===== config.mk =====
export PLATFORM = sky130hd
export DESIGN_NAME = data_mem_arbiter
export DESIGN_NICKNAME = d
export VERILOG_FILES = /design/src/rtl/data_mem_arbiter.sv
export SDC_FILE = /design/constraint.sdc
export NUM_CORES = 1
export LEC_CHECK = 0
export ABC_AREA = 1
export BUFFER_PORTS_ARGS = -buffer_cell sky130_fd_sc_hd__clkbuf_2
export CORE_AREA = 2 2 179 181
export DETAILED_ROUTE_END_ITERATION = 8
export DIE_AREA = 0 0 181 183
export HOLD_SLACK_MARGIN = 0.15
export SLEW_MARGIN = 20
export SYNTH_ARGS = -nofsm -noshare
export SYNTH_HDL_FRONTEND = slang
export SYNTH_SLANG_ARGS = --single-unit

===== constraint.sdc =====
create_clock -name clk -period 9.7 [get_ports clk]
set_clock_uncertainty 0.15 [all_clocks]
set_input_delay 1.94 -clock clk [delete_from_list [all_inputs] [get_ports clk]]
set_output_delay 1.94 -clock clk [all_outputs]
set_load 0.02 [all_outputs]

===== src/rtl/data_mem_arbiter.sv =====
// Round-robin arbiter that funnels per-channel read/write requests onto one
// single-port SRAM, serving one request at a time.
`ifndef DATA_MEMORY_ADDRESS_WIDTH
`define DATA_MEMORY_ADDRESS_WIDTH 8
`endif
`ifndef DATA_WIDTH
`define DATA_WIDTH 16
`endif

module data_mem_arbiter #(
  parameter int NUM_CHANNELS  = 8,
  parameter int ADDRESS_WIDTH = `DATA_MEMORY_ADDRESS_WIDTH,
  parameter int DATA_WIDTH    = `DATA_WIDTH
) (
  input  logic                                      clk,
  input  logic                                      reset,
  input  logic [NUM_CHANNELS-1:0]                   data_mem_read_valid,
  input  logic [NUM_CHANNELS-1:0][ADDRESS_WIDTH-1:0] data_mem_read_address,
  output logic [NUM_CHANNELS-1:0]                   data_mem_read_ready,
  output logic [NUM_CHANNELS-1:0][DATA_WIDTH-1:0]    data_mem_read_data,
  input  logic [NUM_CHANNELS-1:0]                   data_mem_write_valid,
  input  logic [NUM_CHANNELS-1:0][ADDRESS_WIDTH-1:0] data_mem_write_address,
  input  logic [NUM_CHANNELS-1:0][DATA_WIDTH-1:0]    data_mem_write_data,
  output logic [NUM_CHANNELS-1:0]                   data_mem_write_ready,
  output logic                                      sram_en,
  output logic                                      sram_we,
  output logic [ADDRESS_WIDTH-1:0]                  sram_addr,
  output logic [DATA_WIDTH-1:0]                     sram_wdata,
  input  logic [DATA_WIDTH-1:0]                     sram_rdata,
  output logic                                      busy
);

  localparam int SLOTS = 2 * NUM_CHANNELS;
  localparam int SW    = $clog2(SLOTS);
  localparam int CW    = (NUM_CHANNELS > 1) ? $clog2(NUM_CHANNELS) : 1;

  typedef enum logic [1:0] {S_IDLE, S_ACCESS, S_WAIT, S_RESPOND} state_t;

  state_t                                   state_q, state_d;
  logic [SW-1:0]                            rr_q, rr_d;
  logic                                     excl_vld_q, excl_vld_d;
  logic [SW-1:0]                            excl_slot_q, excl_slot_d;
  logic [SW-1:0]                            slot_q, slot_d;
  logic [ADDRESS_WIDTH-1:0]                 addr_q, addr_d;
  logic [DATA_WIDTH-1:0]                    wdata_q, wdata_d;
  logic                                     sram_en_q, sram_en_d;
  logic                                     sram_we_q, sram_we_d;
  logic                                     busy_q, busy_d;
  logic [NUM_CHANNELS-1:0]                  rrdy_q, rrdy_d;
  logic [NUM_CHANNELS-1:0]                  wrdy_q, wrdy_d;
  logic [NUM_CHANNELS-1:0][DATA_WIDTH-1:0]  rdata_q, rdata_d;

  // Slot 2*ch is the read, 2*ch+1 the write of channel ch.
  logic [SLOTS-1:0] req, req_m;
  for (genvar c = 0; c < NUM_CHANNELS; c++) begin : g_req
    assign req[2*c]   = data_mem_read_valid[c];
    assign req[2*c+1] = data_mem_write_valid[c];
  end

  // The slot just completed is hidden for one IDLE cycle so a held valid is not re-served.
  assign req_m = req & ~(excl_vld_q ? (SLOTS'(1) << excl_slot_q) : '0);

  logic [SLOTS-1:0][SW-1:0] ord;
  for (genvar i = 0; i < SLOTS; i++) begin : g_ord
    assign ord[i] = SW'((int'(rr_q) + i) % SLOTS);
  end

  logic          gnt_vld;
  logic [SW-1:0] gnt_slot;
  logic [CW-1:0] gnt_ch, cur_ch;
  logic          gnt_wr, cur_wr;

  always_comb begin
    gnt_vld  = 1'b0;
    gnt_slot = '0;
    for (int i = SLOTS - 1; i >= 0; i--) begin
      if (req_m[ord[i]]) begin
        gnt_vld  = 1'b1;
        gnt_slot = ord[i];
      end
    end
  end

  assign gnt_ch = CW'(gnt_slot >> 1);
  assign gnt_wr = gnt_slot[0];
  assign cur_ch = CW'(slot_q >> 1);
  assign cur_wr = slot_q[0];

  always_comb begin
    state_d     = state_q;
    rr_d        = rr_q;
    excl_vld_d  = excl_vld_q;
    excl_slot_d = excl_slot_q;
    slot_d      = slot_q;
    addr_d      = addr_q;
    wdata_d     = wdata_q;
    sram_en_d   = 1'b0;
    sram_we_d   = 1'b0;
    rrdy_d      = '0;
    wrdy_d      = '0;
    rdata_d     = rdata_q;
    case (state_q)
      S_IDLE: begin
        excl_vld_d = 1'b0;
        if (gnt_vld) begin
          state_d   = S_ACCESS;
          rr_d      = (gnt_slot == SW'(SLOTS - 1)) ? '0 : gnt_slot + SW'(1);
          slot_d    = gnt_slot;
          addr_d    = gnt_wr ? data_mem_write_address[gnt_ch] : data_mem_read_address[gnt_ch];
          wdata_d   = gnt_wr ? data_mem_write_data[gnt_ch] : '0;
          sram_en_d = 1'b1;
          sram_we_d = gnt_wr;
        end
      end
      S_ACCESS: begin
        if (cur_wr) begin
          state_d        = S_RESPOND;
          wrdy_d[cur_ch] = 1'b1;
        end else begin
          state_d = S_WAIT;
        end
      end
      S_WAIT: begin
        rdata_d[cur_ch] = sram_rdata;
        rrdy_d[cur_ch]  = 1'b1;
        state_d         = S_RESPOND;
      end
      S_RESPOND: begin
        state_d     = S_IDLE;
        excl_vld_d  = 1'b1;
        excl_slot_d = slot_q;
      end
      default: state_d = S_IDLE;
    endcase
    busy_d = (state_d != S_IDLE);
  end

  always_ff @(posedge clk) begin
    if (reset) begin
      state_q     <= S_IDLE;
      rr_q        <= '0;
      excl_vld_q  <= 1'b0;
      excl_slot_q <= '0;
      slot_q      <= '0;
      addr_q      <= '0;
      wdata_q     <= '0;
      sram_en_q   <= 1'b0;
      sram_we_q   <= 1'b0;
      busy_q      <= 1'b0;
      rrdy_q      <= '0;
      wrdy_q      <= '0;
      rdata_q     <= '0;
    end else begin
      state_q     <= state_d;
      rr_q        <= rr_d;
      excl_vld_q  <= excl_vld_d;
      excl_slot_q <= excl_slot_d;
      slot_q      <= slot_d;
      addr_q      <= addr_d;
      wdata_q     <= wdata_d;
      sram_en_q   <= sram_en_d;
      sram_we_q   <= sram_we_d;
      busy_q      <= busy_d;
      rrdy_q      <= rrdy_d;
      wrdy_q      <= wrdy_d;
      rdata_q     <= rdata_d;
    end
  end

  assign sram_en              = sram_en_q;
  assign sram_we              = sram_we_q;
  assign sram_addr            = addr_q;
  assign sram_wdata           = wdata_q;
  assign busy                 = busy_q;
  assign data_mem_read_ready  = rrdy_q;
  assign data_mem_write_ready = wrdy_q;
  assign data_mem_read_data   = rdata_q;

endmodule


**After elaboration in Yosys (flattened, before gate mapping)**

Index checks and enable logic that the tools add are counted.
W data, S select, Z words.

- Register bits after elaboration: 186
- Bits of input ports: 290
- Output and inout port bits: 171
- Word-level logic and storage cells: 160

- Add/subtract/negate cells: 16
- Order comparisons: 19
- Equality and inequality tests: 4
- Shifts and indexed selects: 1
- Mux-type cells: 84
- Bitwise operators: 7
- Reduce and logical (&&, ||, !) cells: 9

Operators by type and width:

| operator | number |
|---|---|
| $bwmux W128 | 1 |
| $lt A4 B5 Y1 const B | 16 |
| $mux W4 | 17 |
| $bmux W1 S4 | 16 |
| $mux W16 | 4 |
| $bmux W16 S3 | 1 |
| $bmux W8 S3 | 2 |
| $demux W16 S3 | 1 |
| $mux W1 | 35 |
| $add A4 B4 Y4 const B | 8 |
| $mux W8 | 3 |
| $add A4 B3 Y4 const B | 4 |
| $and A16 B16 Y16 | 1 |
| $not A16 Y16 | 1 |
| $shl A1 B4 Y16 const A | 1 |
| $add A4 B1 Y4 const B | 2 |
| $add A4 B2 Y4 const B | 2 |
| $lt A3 B4 Y1 const B | 2 |
| $pmux W2 S4 | 1 |
| $reduce_or A3 Y1 | 2 |
| $not A1 Y1 | 5 |
| $eq A2 B2 Y1 const B | 2 |
| $eq A4 B4 Y1 const B | 1 |
| $reduce_bool A2 Y1 | 2 |
| 9 further kinds | 10 |

**Longest topological paths before layout**

Gate-level depths: netlist of the first run.

- Depth after elaboration: 25
- Gate-level depth with buffers: 36
- Gate-level depth less buffers: 34

**Worst setup path after synthesis of the first run**

No wires, ideal clock.

- Kind: input to register
- From: in data_mem_write_valid[3]
- To: reg rr_q[0]
- Setup time: 0.131 ns
- Data arrival time: 4.287 ns
- Data required time: 9.419 ns
- Slack: 5.132 ns
- Stages: 32
- Path buffers: 2
- Path through: inv_1 o21bai_1 nand2_1 nand3_1 nand3_1 nand3_1 nand2_2 inv_2 nand3_1 nand2_1 nand2_1 nand2_1 nand2_1 nand2_1 nand2_1 nand2_1 nand2_1 nand2_1 nand2_1 nand2_1 nand2_1 nand2_2 nand2_4 nand2_4 buf_2 buf_2 ha_1 nand3_1 nand2_1 inv_2 a21oi_1 nor3_1

- Word-level cells in the longest chain between the ends: 21
- Elaborated cells between the ends (all ways): 69
- Those cells by class: add/sub: 1; eq/ne: 1; mux: 65; bitwise: 1; reduce/logical: 1

Ends and longest elaborated chain:

| what | RTL line | source |
|---|---|---|
| start, declared | 21 | `input logic [NUM_CHANNELS-1:0] data_mem_write_valid,` |
| $and A16 B16 Y16 (*) | 61 | `assign req_m = req & ~(excl_vld_q ? (SLOTS'(1) << excl_slot_q) : '0);` |
| $bmux W1 S4 | 77 | `if (req_m[ord[i]]) begin` |
| $mux W1 (implied by the code) | 77 |  |
| $mux W4 (15 in a row) | 77 |  |
| $mux W4 (*) | 77 |  |
| named net gnt_slot[1] | 69 | `logic [SW-1:0] gnt_slot;` |
| $eq A4 B4 Y1 (*) | 107 | `rr_d = (gnt_slot == SW'(SLOTS - 1)) ? '0 : gnt_slot + SW'(1);` |
| $mux W4 (*) | 107 |  |
| end signal, assigned | 155 | `rr_q <= rr_d;` |
| end, declared | 40 | `logic [SW-1:0] rr_q, rr_d;` |

Mark *: on every way through the listed nets, which the timed path passes. The rest lies on a longest branch. The select of a mux whose other input is x is not followed.
A chain may end at the register's enable or synchronous reset.

**Worst setup path in the final report of the first run**

- From: reg rr_q[1]
- To: reg addr_q[3], in the netlist sram_addr[3]

- Word-level cells in the longest chain between the ends: 22
- Elaborated cells between the ends (all ways): 85
- Those cells by class: add/sub: 15; mux: 69; reduce/logical: 1

Ends and longest elaborated chain:

| what | RTL line | source |
|---|---|---|
| $add A4 B4 Y4 | 65 | `assign ord[i] = SW'((int'(rr_q) + i) % SLOTS);` |
| $bmux W1 S4 | 77 |  |
| $mux W1 (implied by the code) | 77 |  |
| $mux W4 (16 in a row) | 77 |  |
| $bmux W8 S3 | 109 | `addr_d = gnt_wr ? data_mem_write_address[gnt_ch] : data_mem_read_address[gnt_ch];` |
| $mux W8 (implied by the code) | 109 |  |
| $mux W8 | 109 |  |
| end signal, assigned | 159 | `addr_q <= addr_d;` |
| end, declared | 44 | `logic [ADDRESS_WIDTH-1:0] addr_q, addr_d;` |

Several ways; a longest one is shown, not always the timed one. The select of a mux whose other input is x is not followed.

==> results by group, run 1 <==
Route
  • Total vias in the final route: 13,000
  • Total wirelength of the detailed-routed design: about 47,000 um
  • Final routed wire length divided by cell count: 18.3 um
  • Initial DRC count: 1,125
  • Remaining number of nets flagged by the antenna check after routing: 0
  • DRT Pass-1 Iters: 6
  • DRC errors left: 0
  • Ratio of routed vias to standard cells: 5.11

Floorplanning
  • Core area: 0.0312 sq mm
  • Die Area: approximately 0.033 sq mm
  • Chip Width: roughly 180 um
  • Count of boundary I/O pins: 461
  • Initial Util: 0.347
  • Number of core rows: 65
  • Die H: approximately 180 um

Yosys
  • Mux share of post-synthesis cell area: 0
  • Area of the mapped netlist: 0.0108 sq mm
  • Post-Syn Instances: 1,752
  • Post-synth top area cell: dfxtp_1
  • Post-synthesis xor/xnor area fraction: 0.00705
  • Number of unique standard cell types used by synthesis: 36
  • Synth Net Count: a little over 2,000
  • Fraction of synthesized cell area taken by the top area cell type: 0.344
  • FF+latch count, synth: between 150 and 200
  • Avg Synthesized Cell Area: 6.18 sq um
  • Yosys warning total: 0
  • Leading cell types by total area after synthesis: dfxtp_1 (34%), nand2_1 (17%), nand3_1 (13%), o21ai_0 (6.8%), a21oi_1 (6.3%)
  • Compound-cell area share of the yosys netlist: 0.156
  • Area share of fa/ha/maj cells after synthesis: 0.0150
  • Sequential fraction of the synthesis area: 0.344
  • Combinational family with the most area after synthesis: simple AND/OR/NAND/NOR gates
  • Synthesized-area fraction occupied by and/or/nand/nor cells: 0.373

Placement
  • Setup Slack @ Placement: 3.50 ns
  • Half-perimeter wire length after detailed placement: about 36,000 um
  • Weighted congestion reported at the end of routability-driven placement: 0.979
  • Input/output buffers: 460
  • Placed cell areas: about 0.013 sq mm

Critical path
  • Worst setup path category: flop to flop
  • Critical path origin: rr_q[1]
  • Crit path max-delay cell type: buf_4
  • Worst R2R Path Depth: 29
  • Peak fanout along the critical path: 104
  • Critical path capture point type: flop
  • Required @ worst endpoint: 9.87 ns
  • Arrival time of the worst setup path: about 6.4 ns
  • Stage delay of the slowest cell on the critical path: 0.83 ns
  • Startpoint of the most critical register-to-register path: rr_q[1]
  • Crit-path most repeated cell: nand2_1
  • Crit start category: flop

STA
  • Slew Limit Headroom: 0.288
  • Setup repair after global routing missed its margin: false
  • Final Max Slew Viols: 0
  • Worst hold slack across all endpoints: 0.299 ns
  • Endpoints failing setup: 0
  • Peak Freq: 0.162 GHz
  • Final critical-path share of the clock period: 0.638
  • Final worst path period need: between 6 and 7 ns
  • Least setup slack across all paths after layout: 3.51 ns
  • Setup Total Neg Slack: 0 ns
  • Actual transition at the worst max-transition pin: 1.06 ns
  • Hold violation total from the final report: 0

Hold path
  • Hold wc startpoint: data_mem_read_data[99]
  • Worst hold path type: flop to flop
  • Instance count along the most critical hold path: 2

Outcome
  • Run status: completed

Power
  • Clock power share: 0.135
  • Cell internal pwr: between 0.002 and 0.0025 W
  • Power per cell area: between 300 and 400 mW/mm^2
  • Switching power summed over all nets: 0.00306 W
  • Leakage component of the power: 7.05 nW
  • Switching Fraction: 0.575
  • Worst IR Drop VDD: 0.240 mV
  • Part of the total power dissipated in sequential elements: 0.174
  • Combinational group share of total power: 0.691

Clock network
  • H-tree depth: 4
  • Clk sink count: about 190
  • Clock transition at the registers of the reported paths: about 0.080 ns
  • Number of setup buffers added after CTS: 0
  • Worst-skew pair later-pin latency: about 0.44 ns
  • CTS tree: built
  • # resized after CTS: 0
  • Number of buffers between clock root and the deepest sink: 2
  • TritonCTS Buffers: 17
  • Clock root buffer master: clkbuf_16
  • Post-CTS Hold Buffers: 0

GRT
  • Global-route wire length before repair: 70,100 um
  • Vias in the first global route: between 10,000 and 15,000
  • Total congestion overflow after global routing: 0
  • Pin count of the biggest net entering global routing: 105
  • Global routing usage summed across all routing layers: 0.272
  • Antenna violations before repair: 2

Run
  • Number of maximum-capacitance constraint violations: 0

Cells and area
  • Net total in the final layout: 2,437
  • Final cell area excluding filler cells: 0.0138 sq mm
  • Area growth from synthesis to final layout: 27.6%
  • Fraction of layout instances using a drive strength above 1: 0.254
## layout by cell type (no fill, tap or decap), drive strengths merged, types with 11 or more instances in the layout
cell type and count:
a21oi 138, clkbuf 477, clkinv 11, dfxtp 186, ha 13, inv 168
nand2 485, nand3 287, nor2 155, o211ai 16, o21ai 163
## worst max-delay path: cells and delay by family, from the launching register on
family / cells / cell delay, ns
and+or+nand+nor: 22 / 2.37
adders and majority gates: 1 / 0.57
DFF: 1 / 0.74
buffers and inverters: 3 / 1.71
AOI/OAI and AO/OA: 3 / 0.38
## kinds of logic after synthesis
logic type / after synthesis
AO/OA/AOI/OAI: 325
XOR/XNOR: 7
flip-flops: 186
AND/OR/NAND/NOR: 950
adder cells (fa/ha/maj): 13
buffers and inverters: 271
## cells in the mapped netlist
library cell / number
a211oi_1: 1
a21oi_1: 137
a21oi_2: 1
a31oi_1: 3
buf_1: 6
buf_2: 30
buf_4: 12
buf_6: 6
clkbuf_1: 52
clkinv_1: 4
dfxtp_1: 186
ha_1: 13
inv_1: 147
inv_2: 14
nand2_1: 479
nand2_2: 4
nand2_4: 2
nand3_1: 286
nand3_2: 1
nand3b_1: 2
nand4_1: 2
nor2_1: 148
nor2_2: 6
nor2_4: 1
nor3_1: 2
nor4_1: 9
o211ai_1: 16
o21a_1: 2
o21ai_0: 147
o21ai_1: 16
o21bai_1: 2
or2_2: 8
xnor2_1: 2
xnor2_2: 1
xor2_1: 3
xor2_2: 1
## final timing paths
| kind | end | slack [ns] |
|---|---|---|
| hold reg to reg | data_mem_read_data[99] | 0.30 |
| setup reg to reg | sram_addr[3] | 3.51 |
| setup / recovery | sram_addr[3] | 3.51 |
| hold / removal | data_mem_read_data[99] | 0.30 |
## routing by layer
layer | track usage | up-vias | share of wire
li1 | - | 6464 | -
met1 | 0.346 | 5962 | 0.42
met2 | 0.474 | 523 | 0.49
met3 | 0.0415 | 74 | 0.063
met4 | 0.0872 | 0 | 0.028
met5 | 0 | - | 0
## registers in the layout, indices dropped and copies added, names as in the netlist
register and flops:
excl_slot_q 4, busy 1, sram_wdata 16, state_q 2, data_mem_write_ready 8, data_mem_read_ready 8
sram_addr 8, sram_en 1, rr_q 4, slot_q 4, excl_vld_q 1, data_mem_read_data 128
sram_we 1
## power by group through the flow
| stage | Combinational (W) | Clock [W] | Sequential [W] |
|---|---|---|---|
| 2_1_floorplan | 0.00270 | 0 | 0.000990 |
| 3_3_place_gp | 0.00366 | 0 | 0.000938 |
| 3_5_place_dp | 0.00362 | 0 | 0.000941 |
| 4_1_cts | 0.00363 | 0.000736 | 0.000924 |
| 5_1_grt | 0.00408 | 0.000761 | 0.000936 |
| 6_report | 0.00367 | 0.000720 | 0.000925 |
## per-stage QoR
step	utilization	total power, W	instances
after floorplan	-	0.00369	1752
after global placement	0.422	0.00460	2517
after detailed placement	0.422	0.00456	2517
after CTS	0.442	0.00529	2549
after global routing	0.443	0.00577	2551
final	0.443	0.00532	2551
## cell type report
type / instances / area [sq um]
Antenna cell: 2 / 5.00
Clock buffer: 17 / 425
Clock inverter: 15 / 195
Fill cell: 3356 / 17400
Inverter: 165 / 622
Multi-Input combinational cell: 1295 / 5980
Sequential cell: 186 / 3720
Tap cell: 402 / 503
Timing Repair Buffer: 469 / 2370
Note: power is estimated with default switching activity, not from simulation.
==> run 2, diff against run 1 <==
--- a/config.mk
+++ b/config.mk
@@ -5,11 +5,11 @@
 export SDC_FILE = /design/constraint.sdc
 export NUM_CORES = 1
 export LEC_CHECK = 0
-export ABC_AREA = 1
+export ABC_AREA = 0
 export BUFFER_PORTS_ARGS = -buffer_cell sky130_fd_sc_hd__clkbuf_2
-export CORE_AREA = 2 2 179 181
+export CORE_AREA = 2 2 181 183
 export DETAILED_ROUTE_END_ITERATION = 8
-export DIE_AREA = 0 0 181 183
+export DIE_AREA = 0 0 183 185
 export HOLD_SLACK_MARGIN = 0.15
 export SLEW_MARGIN = 20
 export SYNTH_ARGS = -nofsm -noshare
==> constraint.sdc (replaced) <==
create_clock -name clk -period 5.8 [get_ports clk]
set_clock_uncertainty 0.15 [all_clocks]
set_input_delay 1.16 -clock clk [delete_from_list [all_inputs] [get_ports clk]]
set_output_delay 1.16 -clock clk [all_outputs]
set_load 0.02 [all_outputs]
==> results by group, run 2 <==
STA
  • Actual transition at the worst max-transition pin: 1.14 ns
  • Endpoints failing setup: 0
  • Setup repair after global routing missed its margin: false
  • Final Max Slew Viols: 0
  • Final critical-path share of the clock period: 0.924
  • Hold violation total from the final report: 0
  • Slew Limit Headroom: 0.230
  • Peak Freq: 0.187 GHz
  • Final worst path period need: 5.36 ns
  • Worst hold slack across all endpoints: 0.306 ns
  • Setup Total Neg Slack: 0 ns

Yosys
  • Post-Syn Instances: 1,469
  • Count of flip-flops with a built-in enable after synthesis: 0
  • Leading cell types by total area after synthesis: dfxtp_1 (32%), nand2_1 (11%), mux2i_1 (7.7%), a21oi_1 (7.5%), mux4_2 (5.4%)
  • Number of unique standard cell types used by synthesis: 78
  • Count leader, synth: nand2_1
  • Most frequent cells after synthesis: nand2_1 (349), dfxtp_1 (186), a21oi_1 (175)
  • Synth async-reset ratio: 0
  • Sequential fraction of the synthesis area: 0.318
  • Ys flop type: dfxtp_1
  • Area of the mapped netlist: 0.0117 sq mm
  • Post-synth top area cell: dfxtp_1
  • Fraction of synthesized cell area taken by the top area cell type: 0.318
  • Yosys warning total: 0
  • Synth Net Count: 1,772
  • Avg Synthesized Cell Area: 7.98 sq um
  • FF+latch count, synth: 186

Hold path
  • Instance count along the most critical hold path: 2
  • Hold wc startpoint: sram_wdata[4]
  • Worst Hold Path EP: sram_wdata[4]
  • Worst hold path type: flop to flop

Critical path
  • Worst R2R Path Depth: 14
  • Crit start category: flop
  • Startpoint of the most critical register-to-register path: excl_vld_q
  • Arrival time of the worst setup path: 5.53 ns
  • Critical path capture point type: flop
  • Crit-path most repeated cell: o21ai_0
  • Required @ worst endpoint: 5.97 ns
  • Peak fanout along the critical path: 52
  • Critical-path cell list: nand3b_1 > o21ai_0 > mux4_2 > mux2i_1 > mux2_2 > a311o_1 > or4_1 > o22ai_1 > a211oi_4 > buf_12 > buf_4 > o21ai_0 > o211ai_1 > a32o_1
  • Reg2Reg Setup Slack: 0.44 ns
  • Worst setup path category: flop to flop
  • Stage delay of the slowest cell on the critical path: 1.00 ns
  • End of the worst register-to-register path: sram_addr[7]
  • Crit path max-delay cell type: o21ai_0

Floorplanning
  • Die H: 185 um
  • Core area: 0.0320 sq mm
  • Number of core rows: 66
  • Initial Util: 0.366
  • Count of boundary I/O pins: 461
  • Chip Width: 183 um
  • Die Area: 0.0339 sq mm

Clock network
  • Post-CTS Hold Buffers: 0
  • Clk sink count: roughly 190
  • Number of setup buffers added after CTS: 0
  • TritonCTS Buffers: 17
  • CTS tree: built
  • Clock transition at the registers of the reported paths: 0.08 ns
  • # resized after CTS: 0
  • Worst-skew pair later-pin latency: 0.43 ns
  • Number of buffers between clock root and the deepest sink: 2
  • H-tree depth: 4
  • Clock root buffer master: clkbuf_16

GRT
  • Pin count of the biggest net entering global routing: 104
  • Vias in the first global route: 12,100
  • Global-route wire length before repair: 74,300 um
  • Antenna violations before repair: 6
  • Global routing usage summed across all routing layers: 0.290
  • Total congestion overflow after global routing: 0

Cells and area
  • Fraction of layout instances using a drive strength above 1: 0.350
  • Number of standard cells in the final layout excluding fillers: 2,314
  • Final cell area excluding filler cells: 0.0151 sq mm
  • Most frequent standard cell in the layout excluding fill and tap cells: clkbuf_2
  • Net total in the final layout: 2,192
  • Area growth from synthesis to final layout: 29.1%
  • Top library cells by usage in the layout, fill and taps aside: clkbuf_2 (459), nand2_1 (348), dfxtp_1 (186), a21oi_1 (175), nor2_1 (111)
  • Flip-flop count of the largest register after layout: 128

Route
  • Total vias in the final route: 12,800
  • DRC errors left: 0
  • Initial DRC count: between 1,000 and 1,500
  • Total wirelength of the detailed-routed design: 50,700 um
  • Ratio of routed vias to standard cells: 5.53
  • Final routed wire length divided by cell count: roughly 22 um
  • Remaining number of nets flagged by the antenna check after routing: 0
  • DRT Pass-1 Iters: 5

Power
  • Worst IR Drop VDD: 0.309 mV
  • Power per cell area: 629 mW/mm^2
  • Leakage component of the power: 6.43 nW

Placement
  • Half-perimeter wire length after detailed placement: 39,900 um
  • Weighted congestion reported at the end of routability-driven placement: 1.02
  • Number of cells after detailed placement: 2,278
  • Placed cell areas: 0.0145 sq mm
  • Input/output buffers: 460

Outcome
  • Run status: completed

Run
  • Number of maximum-capacitance constraint violations: 0
==> run 2: cell types whose count changed after synthesis, sizes merged, moves of 30 or more <==
| cell | change |
|---|---|
| mux2i | +91 |
| o211ai | +30 |
| nand2 | -136 |
| o21ai | -107 |
| a21oi | +37 |
| mux2 | +70 |
| inv | -151 |
| nand3 | -276 |
| nor2 | -39 |
==> run 2: worst max path at each step <==
stage	start	to	depth (start not counted)
2_1_floorplan	rr_q[1]	sram_addr[1]	18
3_3_place_gp	data_mem_write_valid[3]	sram_addr[6]	14
3_5_place_dp	excl_vld_q	sram_addr[7]	14
4_1_cts	excl_vld_q	sram_addr[7]	14
5_1_grt	excl_vld_q	sram_addr[7]	14
6_report	excl_vld_q	sram_addr[7]	14
==> run 2: through the flow <==
step                total power, W  setup WS (ns)   util
global route                0.0101          0.282  0.472
global placement           0.00817          0.599  0.453
finish                     0.00952          0.443  0.472
floorplan                  0.00640          0.686      -
detailed placement         0.00821          0.589  0.453
CTS                        0.00945          0.557  0.472
==> run 2: cell families after synthesis <==
group / after synthesis / share of synthesized area
and+or+nand+nor: 545 / 0.193
muxes: 189 / 0.199
DFF: 186 / 0.318
adders and majority gates: 13 / 0.0139
AOI/OAI and AO/OA: 385 / 0.209
buffers and inverters: 136 / 0.0554
xor gates and xnor gates: 15 / 0.0112
==> run 2: layout make-up <==
| class | count | area [sq um] |
|---|---|---|
| diodes | 4 | 10.0 |
| clock buffers | 17 | 425 |
| clock inverters | 15 | 186 |
| fillers | 3206 | 16900 |
| inverters | 14 | 52.6 |
| multi-input cells | 1147 | 7390 |
| flip-flops and latches | 186 | 3720 |
| well taps | 408 | 510 |
| repair buffers | 523 | 2840 |
==> run 2: where the power goes <==
group | total, W | leakage [nW] | internal (W) | switching, W
Combinational | 0.00679 | 4.64 | 0.00290 | 0.00389
Sequential | 0.00152 | 1.51 | 0.00140 | 0.000121
Clock | 0.00122 | 0.289 | 0.000594 | 0.000622
Total | 0.00952 | 6.43 | 0.00489 | 0.00464
==> run 2: metal layers <==
layer  routed length (um)  up-vias  track usage  share of wire
met4                  705        2       0.0512          0.014
li1                     -     6058            -              -
met3                 5440       48        0.102           0.11
met2                22200      545        0.447           0.44
met5                   13        -            0        0.00026
met1                22400     6133        0.396           0.44
==> run 2: critical path: cells and delay by family, from the launching register on <==
kind            cells  cell delay [ns]
simple gates        2             0.79
mux                 3             1.02
compound gates      7             2.43
buf+inv             2             0.40
flops               1             0.44
